$ cat src/rtl/apb_pkg.sv
// Shared types and constants for the APB master: FSM state encoding and the
// default ACCESS-phase wait limit.
package apb_pkg;

    typedef enum logic [1:0] {
        ST_IDLE   = 2'd0,
        ST_SETUP  = 2'd1,
        ST_ACCESS = 2'd2,
        ST_RESP   = 2'd3
    } apb_state_e;

    localparam int APB_TIMEOUT_DEFAULT = 255;

    // Width of a counter able to hold 0..limit; never narrower than one bit.
    function automatic int wait_cnt_width(input int limit);
        return (limit < 1) ? 1 : $clog2(limit + 1);
    endfunction

endpackage

$ cat src/rtl/apb_watchdog.sv
// ACCESS-phase wait counter: cleared on entry to ACCESS, counts stalled cycles
// and saturates at TIMEOUT, where it flags expiry.
module apb_watchdog
    import apb_pkg::*;
#(
    parameter int TIMEOUT = APB_TIMEOUT_DEFAULT
) (
    input  logic pclk,
    input  logic presetn,
    input  logic clear,
    input  logic count,
    output logic expired
);

    localparam int CNT_W = wait_cnt_width(TIMEOUT);
    localparam logic [CNT_W-1:0] LIMIT = CNT_W'(TIMEOUT);

    logic [CNT_W-1:0] cnt;

    assign expired = (cnt == LIMIT);

    // NOTE: state registers use non-blocking assignments so every flop samples
    // pre-edge values; a blocking '=' here would race with readers of cnt.
    always_ff @(posedge pclk or negedge presetn) begin
        if (!presetn) begin
            cnt <= '0;
        end else if (clear) begin
            cnt <= '0;
        end else if (count && !expired) begin
            cnt <= cnt + CNT_W'(1);
        end
    end

endmodule

$ cat src/rtl/apb_master.sv
// Single-outstanding APB master: accepts one CPU request, runs SETUP/ACCESS
// on the bus, and returns a one-cycle response pulse with data/error/timeout.
module apb_master
    import apb_pkg::*;
#(
    parameter int ADDR_WIDTH = 32,
    parameter int DATA_WIDTH = 32,
    parameter int TIMEOUT    = APB_TIMEOUT_DEFAULT
) (
    input  logic                  pclk,
    input  logic                  presetn,

    input  logic                  req_valid,
    output logic                  req_ready,
    input  logic [ADDR_WIDTH-1:0] req_addr,
    input  logic [DATA_WIDTH-1:0] req_wdata,
    input  logic                  req_write,
    input  logic [3:0]            req_strb,

    output logic                  rsp_valid,
    output logic [DATA_WIDTH-1:0] rsp_rdata,
    output logic                  rsp_err,
    output logic                  rsp_timeout,

    output logic [ADDR_WIDTH-1:0] paddr,
    output logic [DATA_WIDTH-1:0] pdata,
    output logic                  pwrite,
    output logic [3:0]            pstb,
    output logic                  psel,
    output logic                  penable,
    input  logic [DATA_WIDTH-1:0] prdata,
    input  logic                  pready,
    input  logic                  perr
);

    apb_state_e state;
    logic       wd_clear;
    logic       wd_count;
    logic       wd_expired;

    // SETUP always precedes ACCESS, so clearing there gives a fresh count on entry.
    assign wd_clear = (state == ST_SETUP);
    assign wd_count = (state == ST_ACCESS) && !pready;

    apb_watchdog #(
        .TIMEOUT (TIMEOUT)
    ) u_watchdog (
        .pclk    (pclk),
        .presetn (presetn),
        .clear   (wd_clear),
        .count   (wd_count),
        .expired (wd_expired)
    );

    always_ff @(posedge pclk or negedge presetn) begin
        if (!presetn) begin
            state       <= ST_IDLE;
            // NOTE: req_ready is a registered copy of (state == IDLE), so its
            // reset value must be 1 to match the reset state.
            req_ready   <= 1'b1;
            psel        <= 1'b0;
            penable     <= 1'b0;
            paddr       <= '0;
            pdata       <= '0;
            pwrite      <= 1'b0;
            pstb        <= 4'b0000;
            rsp_valid   <= 1'b0;
            rsp_rdata   <= '0;
            rsp_err     <= 1'b0;
            rsp_timeout <= 1'b0;
        end else begin
            unique case (state)
                ST_IDLE: begin
                    if (req_valid) begin
                        paddr     <= req_addr;
                        pwrite    <= req_write;
                        pdata     <= req_write ? req_wdata : '0;
                        pstb      <= req_write ? req_strb : 4'b0000;
                        psel      <= 1'b1;
                        penable   <= 1'b0;
                        req_ready <= 1'b0;
                        state     <= ST_SETUP;
                    end
                end

                ST_SETUP: begin
                    penable <= 1'b1;
                    state   <= ST_ACCESS;
                end

                ST_ACCESS: begin
                    // pready is checked first so a completion on the expiry cycle wins.
                    if (pready) begin
                        rsp_rdata   <= (pwrite || perr) ? '0 : prdata;
                        rsp_err     <= perr;
                        rsp_timeout <= 1'b0;
                        psel        <= 1'b0;
                        penable     <= 1'b0;
                        rsp_valid   <= 1'b1;
                        state       <= ST_RESP;
                    end else if (wd_expired) begin
                        rsp_rdata   <= '0;
                        rsp_err     <= 1'b1;
                        rsp_timeout <= 1'b1;
                        psel        <= 1'b0;
                        penable     <= 1'b0;
                        rsp_valid   <= 1'b1;
                        state       <= ST_RESP;
                    end
                end

                ST_RESP: begin
                    rsp_valid <= 1'b0;
                    req_ready <= 1'b1;
                    state     <= ST_IDLE;
                end

                default: begin
                    state <= ST_IDLE;
                end
            endcase
        end
    end

endmodule
$ cat config.mk
export PLATFORM = sky130hd
export DESIGN_NAME = apb_master
export DESIGN_NICKNAME = d
export VERILOG_FILES = /design/src/rtl/apb_pkg.sv /design/src/rtl/apb_watchdog.sv /design/src/rtl/apb_master.sv
export SDC_FILE = /design/constraint.sdc
export NUM_CORES = 1
export LEC_CHECK = 0
export CORE_MARGIN = 2
export CORE_UTILIZATION = 35
export DETAILED_ROUTE_END_ITERATION = 8
export PLACE_DENSITY = 0.82
export SLEW_MARGIN = 15
export SYNTH_ARGS = -nofsm -noshare
export SYNTH_HDL_FRONTEND = slang
export SYNTH_HIERARCHICAL = 1
export SYNTH_SLANG_ARGS = --single-unit
$ cat constraint.sdc
create_clock -name pclk -period 1.7 [get_ports pclk]
set_input_delay 0.34 -clock pclk [delete_from_list [all_inputs] [get_ports pclk]]
set_output_delay 0.34 -clock pclk [all_outputs]
set_load 0.1 [all_outputs]
==> impl_metrics.env, run 1 <==
export IMPL_timing_fmax_ghz=0.606
export IMPL_largest_net_degree_at_the_start_of_global_routing=69
export IMPL_clk_pin_slew_ns=0.05
export IMPL_setup_reg_to_reg_worst_slack_ns=0.05
export IMPL_cts_htree_levels=4
export IMPL_number_of_global_route_vias_before_repair=4271
export IMPL_relSlewSlack=0.600
export IMPL_number_of_enable_type_register_cells_in_the_synthesized_netlist=0
export IMPL_critical_path_peak_fanout=4
export IMPL_final_util=0.679
export IMPL_core_sq_mm=0.0131
export IMPL_post_dp_hpwl_mm=9.81
export IMPL_post_synth_top_count_cell="dfrtp_1"
export IMPL_final_min_period_over_clock_period=0.970
export IMPL_clock_sinks=117
export IMPL_cp_num_buf_inv=0
export IMPL_worstHoldPathType="input pin to async pin"
export IMPL_netlist_cell_type_count=37
export IMPL_synthTopCellsByArea="dfrtp_1 (62%), mux2_2 (6.8%), nand2_1 (6.2%)"
export IMPL_via_count=3972
export IMPL_timing_critical_path_from_type="register"
export IMPL_timing_rr_end="penable"
export IMPL_tightestPinTransition_ns=0.601
export IMPL_cp_required_ns=2.00
export IMPL_detailedRoute_firstPassIterationCount=4
export IMPL_cts_tree="built"
export IMPL_synth_seq_area_share=0.628
export IMPL_yosys_warnings=6
export IMPL_global_route_overflow_total=0
export IMPL_worst_endpoint_arrival_ns=1.95
export IMPL_route_detailed_wl_per_inst_um=17.0
export IMPL_postSynthRegisterBits=117
export IMPL_syn_to_final_growth_pct=91.3
export IMPL_antenna_violations_before_repair=0
export IMPL_async_flop_share=1.00
export IMPL_report_final_hold_viol_count=0
export IMPL_antenna_diode_count=0
export IMPL_status="finished clean"
export IMPL_post_route_drc_count=0
export IMPL_synthFlopType="dfrtp_1"
export IMPL_grt_pass1_wl_mm=21.6
export IMPL_crit_family="simple AND/OR/NAND/NOR gates"
export IMPL_synth_area_sq_mm=0.00466
export IMPL_num_nets_final=732
export IMPL_clock_latency_of_the_later_clocked_register_in_the_worst_skew_pair_ns=0.41
export IMPL_synth_net_count=498
export IMPL_syn_mean_instance_area_sq_um=12.1
export IMPL_synth_top_cell_area_share=0.623
export IMPL_critPathCaptureType="register"
export IMPL_postRouteAntennaNets=0
export IMPL_drt_iter0_drc=224
export IMPL_die_height_um=119
export IMPL_drive_gt1_frac=0.339
export IMPL_synth_top_cells_by_count="dfrtp_1 (116), nand2_1 (77), o21ai_0 (42), a22o_1 (32), mux2_2 (28)"
export IMPL_maxCapViolCount=0
export IMPL_gr_usage_all_layers=0.196
export IMPL_row_count=42
export IMPL_worst_r2r_startpoint="u_watchdog/cnt[0]"
export IMPL_maximum_buffer_depth_of_the_clock_tree=2
export IMPL_gp_congestion=0.905
export IMPL_tritoncts_num_buffers=17
export IMPL_slowest_stage="dfrtp_1"
export IMPL_crit_path_max_incr_delay_ns=0.36
export IMPL_path_class="register to register"
export IMPL_clk_root_buffer_cell="clkbuf_16"
export IMPL_crit_path_cell_trace="ha_2, and4_4, and2_4, nor2_2, a211oi_2, mux2_4"
export IMPL_die_w_um=119
export IMPL_post_route_min_period_ns=1.65
export IMPL_via_per_instance_ratio=4.92
export IMPL_postSynthCellCount=385
export IMPL_setup_viol_count_final=0
export IMPL_port_buffers=212
export IMPL_fin_worst_skew_ns=0.00440
export IMPL_slew_viol_final=0
export IMPL_floorplan_die_area_sq_mm=0.0143
export IMPL_synth_top_cell_by_area="dfrtp_1"
export IMPL_finalWirelength_mm=13.8
export IMPL_start_util=0.355
export IMPL_boundaryPins=213
export IMPL_reg2reg_depth=6
[registers in the layout, summed over array words and instances (netlist names)]
name            count
paddr              32
pdata              32
pwrite              1
rsp_rdata          32
penable             1
rsp_err             1
psel                1
u_watchdog/cnt      8
rsp_valid           1
req_ready           1
pstb                4
rsp_timeout         1
state               2
[cell type report]
cell class	instances	area (sq um)
fillers	899	4220
repair buffers	238	3480
flip-flops and latches	117	2930
multi-input cells	241	1660
clock buffers	20	467
well taps	176	220
clock inverters	12	151
inverters	4	15.0
[worst max path at each step]
stage	start	endpoint	slack [ns]	cells after the start
2_1_floorplan	state[0]	u_watchdog/cnt[7]	0.01	6
3_3_place_gp	pready	u_watchdog/cnt[7]	-0.09	5
3_5_place_dp	pready	u_watchdog/cnt[5]	-0.12	6
4_1_cts	u_watchdog/cnt[1]	state[1]	0.02	6
5_1_grt	state[0]	u_watchdog/cnt[7]	-0.01	6
6_report	u_watchdog/cnt[0]	penable	0.05	6
[layout by cell type (no fill, tap or decap), drive strengths merged, types with 2 or more instances in the layout]
cell           Yosys  routed
buf               14     133
dfrtp            116     116
clkdlybuf4s50      0     104
nand2             78      78
o21ai             43      43
mux2              37      37
a22o              32      32
clkbuf             9      20
ha                 7       7
a21oi              6       6
clkinvlp           0       5
inv                4       5
nor2b              5       5
a211oi             5       5
clkinv             0       3
bufinv             0       3
nand3              3       3
nor2               3       3
mux2i              2       2
nand2b             2       2
o21bai             2       2
nand4              2       2
a31oi              2       2
and4               2       2
nor3               2       2
[routing by layer]
metal | vias to the layer above | track usage | wire (um)
li1 | 1814 | - | -
met1 | 1935 | 0.210 | 4880
met2 | 179 | 0.347 | 7450
met3 | 44 | 0.0580 | 900
met4 | 0 | 0.107 | 517
met5 | - | 0 | 0
[logic make-up after synthesis]
| family | synth area share |
|---|---|
| buffers and inverters | 0.0284 |
| flip-flops | 0.628 |
| AO/OA/AOI/OAI | 0.134 |
| AND/OR/NAND/NOR | 0.0961 |
| multiplexers | 0.0945 |
| adder cells (fa/ha/maj) | 0.0188 |
[repair_timing]
action,in CTS,in global routing
endpoints found under the setup margin,7,8
gates resized for setup,3,8
setup buffers,1,1
hold buffers,1,0
pin swaps,0,4
hold endpoints to repair,68,0
[per-stage QoR]
step / setup slack, ns / setup TNS, ns / hold slack (ns) / instances / area, sq um
3_3_place_gp: -0.0897 / -0.208 / 0.374 / 773 / 8230
3_5_place_dp: -0.121 / -1.72 / 0.382 / 773 / 8230
4_1_cts: 0.0229 / 0 / 0.462 / 807 / 8880
6_report: 0.0507 / 0 / 0.467 / 808 / 8920
2_1_floorplan: 0.0115 / 0 / 0.0444 / 385 / 4680
5_1_grt: -0.0104 / -0.0187 / 0.477 / 808 / 8920
[worst register-to-register path: cells and delay by family (launching register included)]
kind | cells | cell delay (ns)
fa+ha+maj | 1 | 0.19
mux | 1 | 0.32
simple gates | 3 | 0.44
compound gates | 1 | 0.22
flops | 1 | 0.36
Power of run 1 is not shown: default switching activity piles up to over one toggle a cycle in this logic, so the estimate is an artifact.
==> run 2: changes to the inputs <==
SKIP_CTS_REPAIR_TIMING = 1   (was unset)
==> run 2 against run 1 <==
Worst hold slack better by 0.0057 ns. Setup slack worse by 0.050 ns. Final area up 0.38%. Clock-buffer cell count unchanged. Utilization up 0.26 points. Global-route usage down 0.19 points. First-iteration DRC count up 10%. Fmax down 3.0%. Cell count up 0.12%. Wire length down 0.25%. Largest cell class unchanged.
==> impl_metrics.env, run 2 (synthesis gave the netlist of run 1 again) <==
export IMPL_die_w_um=119
export IMPL_number_of_global_route_vias_before_repair=4256
export IMPL_cp_required_ns=1.99
export IMPL_post_dp_hpwl_mm=9.81
export IMPL_status="finished clean"
export IMPL_row_count=42
export IMPL_final_hold_worst_slack_ns=0.473
export IMPL_post_place_cells=773
export IMPL_fin_worst_skew_ns=0.00510
export IMPL_gr_usage_all_layers=0.194
export IMPL_final_setup_tns_ns=0
export IMPL_timing_rr_end="penable"
export IMPL_clock_sinks=117
export IMPL_rsz_0062_raised_after_global_routing="true"
export IMPL_clock_latency_of_the_later_clocked_register_in_the_worst_skew_pair_ns=0.41
export IMPL_reg_top3="paddr (32), pdata (32), rsp_rdata (32)"
export IMPL_antenna_diode_count=0
export IMPL_start_util=0.355
export IMPL_clk_root_buffer_cell="clkbuf_16"
export IMPL_via_per_instance_ratio=4.89
export IMPL_slew_viol_final=0
export IMPL_reg2reg_depth=6
export IMPL_floorplan_die_area_sq_mm=0.0143
export IMPL_worstSetupEndpoint="penable"
export IMPL_crit_start="u_watchdog/cnt[1]"
export IMPL_setup_reg_to_reg_worst_slack_ns=0.0005
export IMPL_report_final_hold_viol_count=0
export IMPL_gp_congestion=0.905
export IMPL_post_route_min_period_ns=1.70
export IMPL_port_buffers=212
export IMPL_cts_htree_levels=4
export IMPL_num_fill_cells=895
export IMPL_relSlewSlack=0.600
export IMPL_maximum_buffer_depth_of_the_clock_tree=2
export IMPL_die_height_um=119
export IMPL_tritoncts_num_buffers=17
export IMPL_postRouteAntennaNets=0
export IMPL_post_dp_cell_area_sq_mm=0.00823
export IMPL_finalWirelength_mm=13.7
export IMPL_global_route_overflow_total=0
export IMPL_timing_critical_path_from_type="register"
export IMPL_drive_gt1_frac=0.341
export IMPL_critPathCaptureType="register"
export IMPL_drt_iter0_drc=247
export IMPL_worst_r2r_startpoint="u_watchdog/cnt[1]"
export IMPL_cts_tree="built"
export IMPL_tightestPinTransition_ns=0.601
export IMPL_via_count=3960
export IMPL_boundaryPins=213
export IMPL_largest_net_degree_at_the_start_of_global_routing=69
export IMPL_path_class="register to register"
export IMPL_worst_endpoint_arrival_ns=1.99
export IMPL_num_nets_final=733
export IMPL_critical_path_peak_fanout=3
export IMPL_detailedRoute_firstPassIterationCount=4
export IMPL_final_min_period_over_clock_period=1.00
export IMPL_grt_pass1_wl_mm=21.4
export IMPL_timing_fmax_ghz=0.588
export IMPL_route_detailed_wl_per_inst_um=17.0
export IMPL_worstHoldPathType="input pin to async pin"
export IMPL_clk_pin_slew_ns=0.05
export IMPL_final_cells=809
export IMPL_antenna_violations_before_repair=0
export IMPL_post_route_drc_count=0
export IMPL_postLayoutCellArea_sq_mm=0.00895
export IMPL_layout_common_cells="dfrtp_1 (114), buf_12 (114), clkdlybuf4s50_1 (104)"
export IMPL_core_sq_mm=0.0131
export IMPL_setup_viol_count_final=0
export IMPL_maxCapViolCount=0
export IMPL_syn_to_final_growth_pct=92.0
run 2: through the flow:
step,setup slack (ns),util
2_1_floorplan,0.0115,-
3_3_place_gp,-0.0897,0.627
3_5_place_dp,-0.121,0.627
4_1_cts,-0.0534,0.674
5_1_grt,-0.0345,0.681
6_report,0.000455,0.681
run 2: metal layers:
| layer | vias to the layer above | part of all wire | global-route usage |
|---|---|---|---|
| li1 | 1818 | - | - |
| met1 | 1940 | 0.36 | 0.207 |
| met2 | 161 | 0.55 | 0.344 |
| met3 | 41 | 0.063 | 0.0575 |
| met4 | 0 | 0.035 | 0.106 |
| met5 | - | 0 | 0 |
run 2: worst min-delay path by stage:
| stage | cells past startpoint | start | slack (ns) | end |
|---|---|---|---|---|
| global placement | 2 | presetn | 0.37 | state[0] |
| global route | 3 | req_wdata[26] | 0.48 | pdata[26] |
| floorplan | 0 | presetn | 0.04 | paddr[0] |
| CTS | 2 | presetn | -0.07 | u_watchdog/cnt[0] |
| finish | 3 | presetn | 0.47 | state[1] |
| detailed placement | 2 | presetn | 0.38 | u_watchdog/cnt[0] |
run 2: worst max-delay path: stages, from the launching register on:
cell	delay (ns)
dfrtp_1	0.39
ha_2	0.20
and4_4	0.21
and2_4	0.16
nor2_4	0.05
a211oi_2	0.26
mux2_4	0.32
run 2: layout make-up:
class | instances | area [sq um] | area share
repair buffers | 239 | 3480 | 0.389
flip-flops and latches | 117 | 2930 | 0.328
multi-input cells | 241 | 1680 | 0.188
clock buffers | 20 | 467 | 0.0521
well taps | 176 | 220 | 0.0246
clock inverters | 12 | 151 | 0.0169
inverters | 4 | 15.0 | 0.00168
Power of run 2 is left out for the same reason.
